## src/rtl/uart_pkg.sv

```systemverilog
// Shared definitions for the UART peripheral: transmit-scheduler state
// encodings and the byte width used when slicing words into UART bytes.
package uart_pkg;

    localparam int BYTE_W = 8;

    typedef enum logic [2:0] {
        TXS_IDLE      = 3'd0,
        TXS_SEND      = 3'd1,
        TXS_WAIT_DONE = 3'd2,
        TXS_WAIT_IDLE = 3'd3,
        TXS_FINISH    = 3'd4
    } txs_state_e;

endpackage

```

## src/rtl/uart_tx_scheduler_rr_pick.sv

```systemverilog
// Round-robin picker: first asserted request at or above ptr, wrapping
// around, found with a priority encoder over a doubled request vector.
module rr_pick #(
    parameter int N_REQ = 4,
    parameter int PTR_W = $clog2(N_REQ)
) (
    input  logic [N_REQ-1:0]   req,
    input  logic [PTR_W-1:0]   ptr,
    output logic               valid,
    output logic [PTR_W-1:0]   idx
);

    logic [N_REQ-1:0]   mask_s;
    logic [2*N_REQ-1:0] dbl_s;

    // Lower copy keeps only bits >= ptr; the upper copy supplies the wrap-around.
    always_comb begin
        mask_s = {N_REQ{1'b0}};
        for (int i = 0; i < N_REQ; i++) begin
            if (PTR_W'(i) >= ptr) begin
                mask_s[i] = 1'b1;
            end else begin
                mask_s[i] = 1'b0;
            end
        end
        dbl_s = {req, req & mask_s};
        valid = |req;
        idx   = {PTR_W{1'b0}};
        for (int j = 2*N_REQ-1; j >= 0; j--) begin
            if (dbl_s[j]) begin
                if (j >= N_REQ) begin
                    idx = PTR_W'(j - N_REQ);
                end else begin
                    idx = PTR_W'(j);
                end
            end else begin
                idx = idx;
            end
        end
    end

endmodule

```

## src/rtl/uart_tx_scheduler.sv

```systemverilog
// Shares one UART transmitter among N_REQ requesters: round-robin grant,
// then LSB-first byte serialisation paced by the transmitter's finished_tx level.
module uart_tx_scheduler
    import uart_pkg::*;
#(
    parameter int N_REQ  = 4,
    parameter int DATA_W = 32,
    parameter int BYTES  = DATA_W / 8,
    parameter int CNT_W  = $clog2(BYTES) + 1
) (
    input  logic                    clk,
    input  logic                    rst,
    input  logic [N_REQ-1:0]        req,
    input  logic [N_REQ*DATA_W-1:0] req_data,
    input  logic [N_REQ*CNT_W-1:0]  req_nbytes,
    output logic [N_REQ-1:0]        gnt,
    output logic [N_REQ-1:0]        done,
    output logic                    busy,
    output logic                    tx_start,
    output logic [7:0]              tx_data,
    input  logic                    tx_done
);

    localparam int PTR_W = (N_REQ > 1) ? $clog2(N_REQ) : 1;

    txs_state_e         state_r, state_n_s;
    logic [PTR_W-1:0]   rr_ptr_r, rr_ptr_n_s;
    logic [PTR_W-1:0]   owner_r, owner_n_s;
    logic [DATA_W-1:0]  word_r, word_n_s;
    logic [CNT_W-1:0]   nb_r, nb_n_s;
    logic [CNT_W-1:0]   byte_idx_r, byte_idx_n_s;

    logic [N_REQ-1:0]   gnt_r, done_r;
    logic               busy_r, tx_start_r;
    logic [7:0]         tx_data_r;

    logic               pick_valid_s;
    logic [PTR_W-1:0]   pick_idx_s;
    logic [DATA_W-1:0]  data_arr_s [N_REQ];
    logic [CNT_W-1:0]   nb_arr_s   [N_REQ];
    logic [CNT_W-1:0]   nb_clamp_s;
    logic [N_REQ-1:0]   owner_oh_s;
    logic [7:0]         tx_byte_s;

    for (genvar g = 0; g < N_REQ; g++) begin : g_slice
        assign data_arr_s[g] = req_data[g*DATA_W +: DATA_W];
        assign nb_arr_s[g]   = req_nbytes[g*CNT_W +: CNT_W];
    end

    rr_pick #(
        .N_REQ (N_REQ),
        .PTR_W (PTR_W)
    ) u_rr_pick (
        .req   (req),
        .ptr   (rr_ptr_r),
        .valid (pick_valid_s),
        .idx   (pick_idx_s)
    );

    // Next-state logic; registers hold their value unless a state updates them.
    always_comb begin
        state_n_s    = state_r;
        rr_ptr_n_s   = rr_ptr_r;
        owner_n_s    = owner_r;
        word_n_s     = word_r;
        nb_n_s       = nb_r;
        byte_idx_n_s = byte_idx_r;
        if (nb_arr_s[pick_idx_s] > CNT_W'(BYTES)) begin
            nb_clamp_s = CNT_W'(BYTES);
        end else begin
            nb_clamp_s = nb_arr_s[pick_idx_s];
        end
        case (state_r)
            TXS_IDLE: begin
                if (pick_valid_s) begin
                    owner_n_s    = pick_idx_s;
                    word_n_s     = data_arr_s[pick_idx_s];
                    nb_n_s       = nb_clamp_s;
                    byte_idx_n_s = {CNT_W{1'b0}};
                    if (nb_clamp_s == {CNT_W{1'b0}}) begin
                        state_n_s = TXS_FINISH;
                    end else begin
                        state_n_s = TXS_SEND;
                    end
                end else begin
                    state_n_s = TXS_IDLE;
                end
            end
            TXS_SEND: begin
                state_n_s = TXS_WAIT_DONE;
            end
            TXS_WAIT_DONE: begin
                if (tx_done) begin
                    state_n_s = TXS_WAIT_IDLE;
                end else begin
                    state_n_s = TXS_WAIT_DONE;
                end
            end
            TXS_WAIT_IDLE: begin
                // tx_done low means the UART FSM is back in IDLE and can take a byte
                if (!tx_done) begin
                    if (byte_idx_r == nb_r - CNT_W'(1)) begin
                        state_n_s = TXS_FINISH;
                    end else begin
                        byte_idx_n_s = byte_idx_r + CNT_W'(1);
                        state_n_s    = TXS_SEND;
                    end
                end else begin
                    state_n_s = TXS_WAIT_IDLE;
                end
            end
            TXS_FINISH: begin
                if (owner_r == PTR_W'(N_REQ - 1)) begin
                    rr_ptr_n_s = {PTR_W{1'b0}};
                end else begin
                    rr_ptr_n_s = owner_r + PTR_W'(1);
                end
                state_n_s = TXS_IDLE;
            end
            default: begin
                state_n_s = TXS_IDLE;
            end
        endcase
    end

    assign owner_oh_s = N_REQ'(1'b1) << owner_n_s;
    assign tx_byte_s  = BYTE_W'(word_n_s >> {byte_idx_n_s, 3'b000});

    // State, datapath and outputs; outputs are registered from next-state values.
    always_ff @(posedge clk) begin
        if (rst) begin
            state_r    <= TXS_IDLE;
            rr_ptr_r   <= {PTR_W{1'b0}};
            owner_r    <= {PTR_W{1'b0}};
            word_r     <= {DATA_W{1'b0}};
            nb_r       <= {CNT_W{1'b0}};
            byte_idx_r <= {CNT_W{1'b0}};
            gnt_r      <= {N_REQ{1'b0}};
            done_r     <= {N_REQ{1'b0}};
            busy_r     <= 1'b0;
            tx_start_r <= 1'b0;
            tx_data_r  <= 8'h00;
        end else begin
            state_r    <= state_n_s;
            rr_ptr_r   <= rr_ptr_n_s;
            owner_r    <= owner_n_s;
            word_r     <= word_n_s;
            nb_r       <= nb_n_s;
            byte_idx_r <= byte_idx_n_s;
            gnt_r      <= (state_n_s != TXS_IDLE)   ? owner_oh_s : {N_REQ{1'b0}};
            done_r     <= (state_n_s == TXS_FINISH) ? owner_oh_s : {N_REQ{1'b0}};
            busy_r     <= (state_n_s != TXS_IDLE);
            tx_start_r <= (state_n_s == TXS_SEND);
            if (state_n_s == TXS_SEND) begin
                tx_data_r <= tx_byte_s;
            end else begin
                tx_data_r <= tx_data_r;
            end
        end
    end

    assign gnt      = gnt_r;
    assign done     = done_r;
    assign busy     = busy_r;
    assign tx_start = tx_start_r;
    assign tx_data  = tx_data_r;

endmodule

```

## config.mk

```make
export PLATFORM = sky130hd
export DESIGN_NAME = uart_tx_scheduler
export DESIGN_NICKNAME = d
export VERILOG_FILES = /design/src/rtl/uart_pkg.sv /design/src/rtl/uart_tx_scheduler_rr_pick.sv /design/src/rtl/uart_tx_scheduler.sv
export SDC_FILE = /design/constraint.sdc
export NUM_CORES = 1
export LEC_CHECK = 0
export BUFFER_PORTS_ARGS = -buffer_cell sky130_fd_sc_hd__buf_2
export CAP_MARGIN = 40
export CORE_MARGIN = 5
export CORE_UTILIZATION = 52
export DETAILED_ROUTE_END_ITERATION = 10
export GPL_TIMING_DRIVEN = 0
export HOLD_SLACK_MARGIN = 0.1
export PLACE_DENSITY = 0.86
export RECOVER_POWER = 50
export SYNTH_ARGS = -nofsm -noshare
export SYNTH_HDL_FRONTEND = slang
export SYNTH_SLANG_ARGS = --single-unit
```

## constraint.sdc

```tcl
create_clock -name clk -period 4.5 [get_ports clk]
set_clock_uncertainty 0.1 [all_clocks]
set_input_delay 0 -clock clk [delete_from_list [all_inputs] [get_ports clk]]
set_output_delay 0 -clock clk [all_outputs]
set_load 0.03 [all_outputs]
```

==> flow_metrics.py, run 1 <==
metrics = {
    "power_and_ir_drop": {
        "p_leak_nw": 2.65,
        "power_w": 0.00232,
        "peakVddDrop_v": 0.000343,
        "power.density_nw_per_um2": 396,
    },
    "sta": {
        "finalCritPeriodShare": 0.951,
        "hold_viol_final": 0,
        "rsz0062_at_grt": "no",
        "tightest_slew_ns": 1.40,
        "setup-tns-final_ns": 0,
        "timing.final.max_slew_violations": 0,
        "hold_ws_ns": 0.0887,
        "fmax_mhz": 234,
        "slew_headroom": 0.0675,
        "setup-violations-final": 0,
        "period_needed_ns": 4.28,
    },
    "finish": {
        "nets": 943,
        "layout_common_cells": "152 x buf_2, 143 x nand2_1, 84 x dlygate4sd3_1",
        "drive_above_1_share": 0.237,
        "layout_commonest_cell": "buf_2",
        "area_growth_pct": 50.3,
        "fillerInstances": 521,
        "multi_input_area_sq_um": 2420,
        "regArea_sq_um": 1260,
        "diodes": 0,
    },
    "critical_path": {
        "critPathArrivalTime_ns": 4.48,
        "end_kind": "flip-flop",
        "critical_path_required_ns": 4.70,
        "rr_startpoint": "rr_ptr_r[1]",
        "cp_max_fo": 10,
        "r2r_setup_slack_ns": 0.22,
        "worstReg2RegEnd": "word_r[28]",
        "rr_worst_depth": 11,
        "path_class": "flip-flop to flip-flop",
        "critPathLaunchType": "flip-flop",
    },
    "synth": {
        "synth_top_area_share": 0.323,
        "synth_area_leaders": "dfxtp_1 32%, nand2_1 14%, a21oi_1 5.5%",
        "synth_area_leader_cell": "dfxtp_1",
        "ys_async_sr_fraction": 0,
        "yosysSeqAreaShare": 0.323,
        "syn_area_sq_um": 3900,
        "ys_warn_count": 0,
        "synth-seq-cells": 63,
        "synth_top_flop_cell": "dfxtp_1",
        "syn_inst": 534,
        "avgSynthCellArea_sq_um": 7.31,
        "synth-edff-count": 0,
        "yosysUniqueCellTypes": 54,
        "synthesis.nets": 684,
    },
    "drt": {
        "drtAntennaViolNets": 0,
        "wl_mm": 16.6,
        "viasPerCell": 5.98,
        "firstDrtPassIters": 6,
        "drt_iter0_markers": 533,
        "num_vias": 5360,
        "drc_errors": 0,
        "routedWlPerCell_microns": 18.5,
    },
    "die": {
        "num_rows": 31,
        "fp.dieH_microns": 96.7,
        "chipWidth_microns": 96.7,
        "ios": 165,
        "core_area_sq_um": 7290,
        "dieArea_sq_um": 9340,
        "start_util": 0.536,
    },
    "cts": {
        "clockBufferDepth": 2,
        "ctsResizeCount": 0,
        "ctsHtreeMaxLevel": 3,
        "clk_pin_slew_ns": 0.08,
        "clock-sinks": 63,
        "cts-buffers-inserted": 9,
        "insertion_delay_ns": 0.36,
        "cts_tree": "done",
        "clockRootBuffer": "clkbuf_8",
    },
    "placed_design": {
        "dp_hpwl_mm": 10.4,
        "portBuffers": 163,
        "gp_congestion": 0.923,
    },
    "job": {
        "maxCapViolations": 0,
    },
    "outcome": {
        "status": "complete, no violations",
    },
    "grt": {
        "grt_start_max_net_pins": 13,
        "grt.total_usage": 0.338,
        "antenna_found_initial": 0,
        "grt_pass1_wl_mm": 25.8,
        "grt.overflow.total": 0,
        "grt_pass1_vias": 5524,
    },
    "worst_hold_path": {
        "min_delay_worst_endpoint": "word_r[6]",
        "holdPathStages": 4,
        "min_path_type": "primary input to flip-flop",
        "hp-start": "req_data[6]",
    },
}
[how the worst max path moves through the flow]
| stage | from | to | slack (ns) | cells after the start |
|---|---|---|---|---|
| final | rr_ptr_r[1] | word_r[28] | 0.22 | 11 |
| after global routing | rr_ptr_r[1] | word_r[25] | 0.03 | 11 |
| after CTS | rr_ptr_r[1] | word_r[20] | 0.39 | 11 |
| after detailed placement | rr_ptr_r[1] | word_r[22] | 1.38 | 9 |
| after global placement | rr_ptr_r[1] | tx_data[3] | 1.41 | 9 |
| after floorplan | nb_r[0] | tx_data[5] | 1.94 | 11 |
[Yosys cell counts (all sizes together) (2+ instances only)]
master  count
nor3        6
a21oi      45
nand3      43
o32a        8
and2        6
ha          3
mux2       12
a211o       2
and3        7
or2         2
a22oi       4
a221oi      7
xor2        2
nand4       2
mux2i      19
a31oi       7
nor3b       6
o22ai       2
nand2b      3
nor2b      20
buf        20
inv         6
or3         3
clkbuf     15
dfxtp      63
o21ai       9
a211oi      8
nand2     144
nor2       37
o211ai      5
a32oi       4
[metrics by stage]
stage / instances / instance area, sq um / setup WS, ns / util
floorplan: 534 / 3910 / 1.94 / -
global placement: 796 / 4840 / 1.41 / 0.664
detailed placement: 797 / 4850 / 1.38 / 0.665
CTS: 897 / 5940 / 0.393 / 0.814
global route: 897 / 5870 / 0.0268 / 0.805
finish: 897 / 5870 / 0.222 / 0.805
[state kept, by name (all words and copies together) (netlist names), 3 cells and up]
name,flops
nb_r,3
word_r,32
gnt,4
done,4
state_r,3
tx_data,8
byte_idx_r,3
[cell type report]
class	instances	area share
Multi-Input combinational cell	430	0.412
Clock buffer	9	0.0211
Inverter	6	0.00384
Clock inverter	7	0.0207
Tap cell	99	0.0211
Buffer	35	0.0264
Sequential cell	63	0.215
Timing Repair Buffer	248	0.280
[logic make-up (layout without fill, tap and decap cells)]
| kind of cell | count (synthesis) | count (layout) | synth area share |
|---|---|---|---|
| AO/OA/AOI/OAI | 112 | 112 | 0.203 |
| XOR/XNOR | 3 | 3 | 0.0103 |
| adder cells (fa/ha/maj) | 3 | 3 | 0.00961 |
| buffers and inverters | 41 | 305 | 0.0461 |
| flip-flops | 63 | 63 | 0.323 |
| multiplexers | 31 | 31 | 0.0833 |
| AND/OR/NAND/NOR | 281 | 281 | 0.325 |
[critical path, cell delays in order (launching register included)]
cell	delay (ns)
dfxtp_1	0.41
mux2i_1	0.22
nor2_1	0.07
nor3_1	0.59
clkbuf_1	0.58
buf_1	0.51
nand2_1	0.15
nand2_1	0.09
dlygate4sd3_1	0.57
nand2_1	0.08
a21oi_1	0.25
dlygate4sd3_1	0.59
[timing repair]
action / 4_1_cts / 5_1_grt
endpoints found under the hold margin: 31 / 0
hold buffers: 84 / 0
buffers inserted: 0 / 0
[layer usage]
| layer | GRT usage | share of wire |
|---|---|---|
| met2 | 0.600 | 0.49 |
| met4 | 0.189 | 0.061 |
| met5 | 0 | 0 |
| met1 | 0.352 | 0.36 |
| met3 | 0.103 | 0.096 |
[power breakdown]
group          internal, W  total (W)  leakage [nW]  switching, W
Sequential        0.000664   0.000724         0.518     0.0000595
Clock             0.000369   0.000612         0.123      0.000243
Combinational     0.000415   0.000986          2.01      0.000570
Note: power is estimated with default switching activity, not from simulation.
==> inputs of run 2 (changes only) <==
--- a/config.mk
+++ b/config.mk
@@ -7,12 +7,14 @@
 export LEC_CHECK = 0
 export BUFFER_PORTS_ARGS = -buffer_cell sky130_fd_sc_hd__buf_2
 export CAP_MARGIN = 40
+export CELL_PAD_IN_SITES_DETAIL_PLACEMENT = 0
+export CELL_PAD_IN_SITES_GLOBAL_PLACEMENT = 1
 export CORE_MARGIN = 5
-export CORE_UTILIZATION = 52
+export CORE_UTILIZATION = 36
 export DETAILED_ROUTE_END_ITERATION = 10
 export GPL_TIMING_DRIVEN = 0
 export HOLD_SLACK_MARGIN = 0.1
-export PLACE_DENSITY = 0.86
+export PLACE_DENSITY_LB_ADDON = 0.1
 export RECOVER_POWER = 50
 export SYNTH_ARGS = -nofsm -noshare
 export SYNTH_HDL_FRONTEND = slang
==> run 2 against run 1 <==
Sequential share of layout area is 0.082 points lower. Final cell count grew 4.8%. Wire length fell by 13%. First-iteration DRC count fell by 62%. Register-to-register slack gained 0.20 ns.
==> flow_metrics.py, run 2 (synthesis gave the netlist of run 1 again) <==
metrics = {
    "power_and_ir_drop": {
        "peakVddDrop_v": 0.000193,
        "p_leak_nw": 2.63,
        "power.density_nw_per_um2": 366,
    },
    "grt": {
        "grt_pass1_wl_mm": 22.7,
        "antenna_found_initial": 0,
        "grt_pass1_vias": 4852,
        "grt.overflow.total": 0,
        "grt.total_usage": 0.219,
        "grt_start_max_net_pins": 13,
    },
    "finish": {
        "regArea_sq_um": 1260,
        "largest_reg_flops": 32,
        "fillerInstances": 1105,
        "fin_util": 0.548,
        "diodes": 0,
        "drive_above_1_share": 0.236,
        "top_register": "word_r",
        "area_growth_pct": 50.8,
        "layout_commonest_cell": "buf_2",
        "multi_input_area_sq_um": 2420,
        "nets": 945,
        "layout_common_cells": "152 x buf_2, 143 x nand2_1, 86 x dlygate4sd3_1",
        "design_area_sq_um": 5890,
    },
    "cts": {
        "insertion_delay_ns": 0.35,
        "cts_tree": "done",
        "clk_pin_slew_ns": 0.07,
        "clockBufferDepth": 2,
        "cts-buffers-inserted": 9,
        "post_cts_buffers": 0,
        "clock-sinks": 63,
        "ctsHtreeMaxLevel": 3,
        "clockRootBuffer": "clkbuf_8",
    },
    "sta": {
        "hold_viol_final": 0,
        "timing.final.max_slew_violations": 0,
        "setup-violations-final": 0,
        "finalCritPeriodShare": 0.906,
        "slew_headroom": 0.0633,
        "hold_ws_ns": 0.132,
        "fmax_mhz": 245,
        "period_needed_ns": 4.08,
        "setup-tns-final_ns": 0,
        "tightest_slew_ns": 1.40,
        "rsz0062_at_grt": "no",
    },
    "drt": {
        "drc_errors": 0,
        "firstDrtPassIters": 5,
        "drtAntennaViolNets": 0,
        "wl_mm": 14.4,
        "viasPerCell": 5.13,
        "drt_iter0_markers": 200,
        "routedWlPerCell_microns": 15.4,
        "num_vias": 4824,
    },
    "placed_design": {
        "dp_hpwl_mm": 10.9,
        "place_area_sq_um": 4900,
        "gp_congestion": 0.840,
        "portBuffers": 163,
    },
    "critical_path": {
        "rr_startpoint": "rr_ptr_r[0]",
        "critPathLaunchType": "flip-flop",
        "critPathArrivalTime_ns": 4.25,
        "cp_max_fo": 10,
        "path_class": "flip-flop to flip-flop",
        "r2r_setup_slack_ns": 0.42,
        "end_kind": "flip-flop",
        "rr_worst_depth": 13,
        "critical_path_required_ns": 4.68,
        "worstReg2RegEnd": "word_r[23]",
    },
    "die": {
        "chipWidth_microns": 114,
        "ios": 165,
        "start_util": 0.363,
        "core_area_sq_um": 10700,
        "fp.dieH_microns": 114,
        "dieArea_sq_um": 13000,
        "num_rows": 38,
    },
    "worst_hold_path": {
        "holdPathStages": 6,
        "hp-start": "req_data[3]",
        "min_delay_worst_endpoint": "tx_data[3]",
        "min_path_type": "primary input to flip-flop",
    },
    "job": {
        "maxCapViolations": 0,
    },
    "outcome": {
        "status": "complete, no violations",
    },
}
==> run 2: cell count changes in the layout (fill, tap and decap cells not counted) <==
cell and delta:
bufinv_16 -2, clkinv_2 +1, clkinv_4 -2, clkinvlp_4 +2
dlygate4sd3_1 +2, inv_6 +1
==> run 2: critical path: stages, from the launching register on <==
cell	delay [ns]
dfxtp_1	0.37
and2b_1	0.19
a311oi_1	0.68
or2_1	0.19
buf_4	0.14
buf_6	0.15
clkbuf_1	0.37
buf_2	0.30
nand2_1	0.07
nand3_1	0.08
dlygate4sd3_1	0.56
nand3_1	0.07
dlygate4sd3_1	0.59
a21oi_1	0.13
==> run 2: what timing repair did <==
action | 4_1_cts | 5_1_grt
gates resized for setup | 0 | 0
hold buffers | 86 | 0
hold endpoints to repair | 31 | 0
==> run 2: how the worst max path moves through the flow <==
stage	startpoint	cells past startpoint	slack (ns)	end
final	rr_ptr_r[0]	13	0.42	word_r[23]
after global routing	rr_ptr_r[0]	13	0.1	word_r[31]
after CTS	rr_ptr_r[1]	11	0.42	word_r[18]
after detailed placement	req[1]	8	1.33	word_r[12]
after global placement	rr_ptr_r[1]	9	1.37	tx_data[1]
after floorplan	nb_r[0]	11	1.94	tx_data[5]
==> run 2: area by class of cell <==
type | instances | share of cell area
Buffer | 35 | 0.0263
Clock buffer | 9 | 0.0210
Clock inverter | 7 | 0.0123
Inverter | 6 | 0.00382
Multi-Input combinational cell | 430 | 0.411
Sequential cell | 63 | 0.214
Tap cell | 140 | 0.0297
Timing Repair Buffer | 250 | 0.282
==> run 2: report_power, final <==
part | internal (W) | switching, W
registers | 0.000664 | 0.0000462
clock network | 0.000256 | 0.000238
logic | 0.000419 | 0.000534
==> run 2: per-stage QoR <==
step | power, W | std cells | worst slack (ns)
after CTS | 0.00219 | 940 | 0.421
after detailed placement | 0.00154 | 838 | 1.33
final | 0.00216 | 940 | 0.421
after floorplan | 0.00126 | 534 | 1.94
after global routing | 0.00229 | 940 | 0.0985
after global placement | 0.00153 | 837 | 1.37
==> run 2: routing by layer <==
metal | GRT usage | routed length (microns) | up-vias
li1 | - | - | 2398
met1 | 0.251 | 5970 | 2260
met2 | 0.408 | 7390 | 148
met3 | 0.0444 | 827 | 18
met4 | 0.0657 | 246 | 0
met5 | 0 | 0 | -
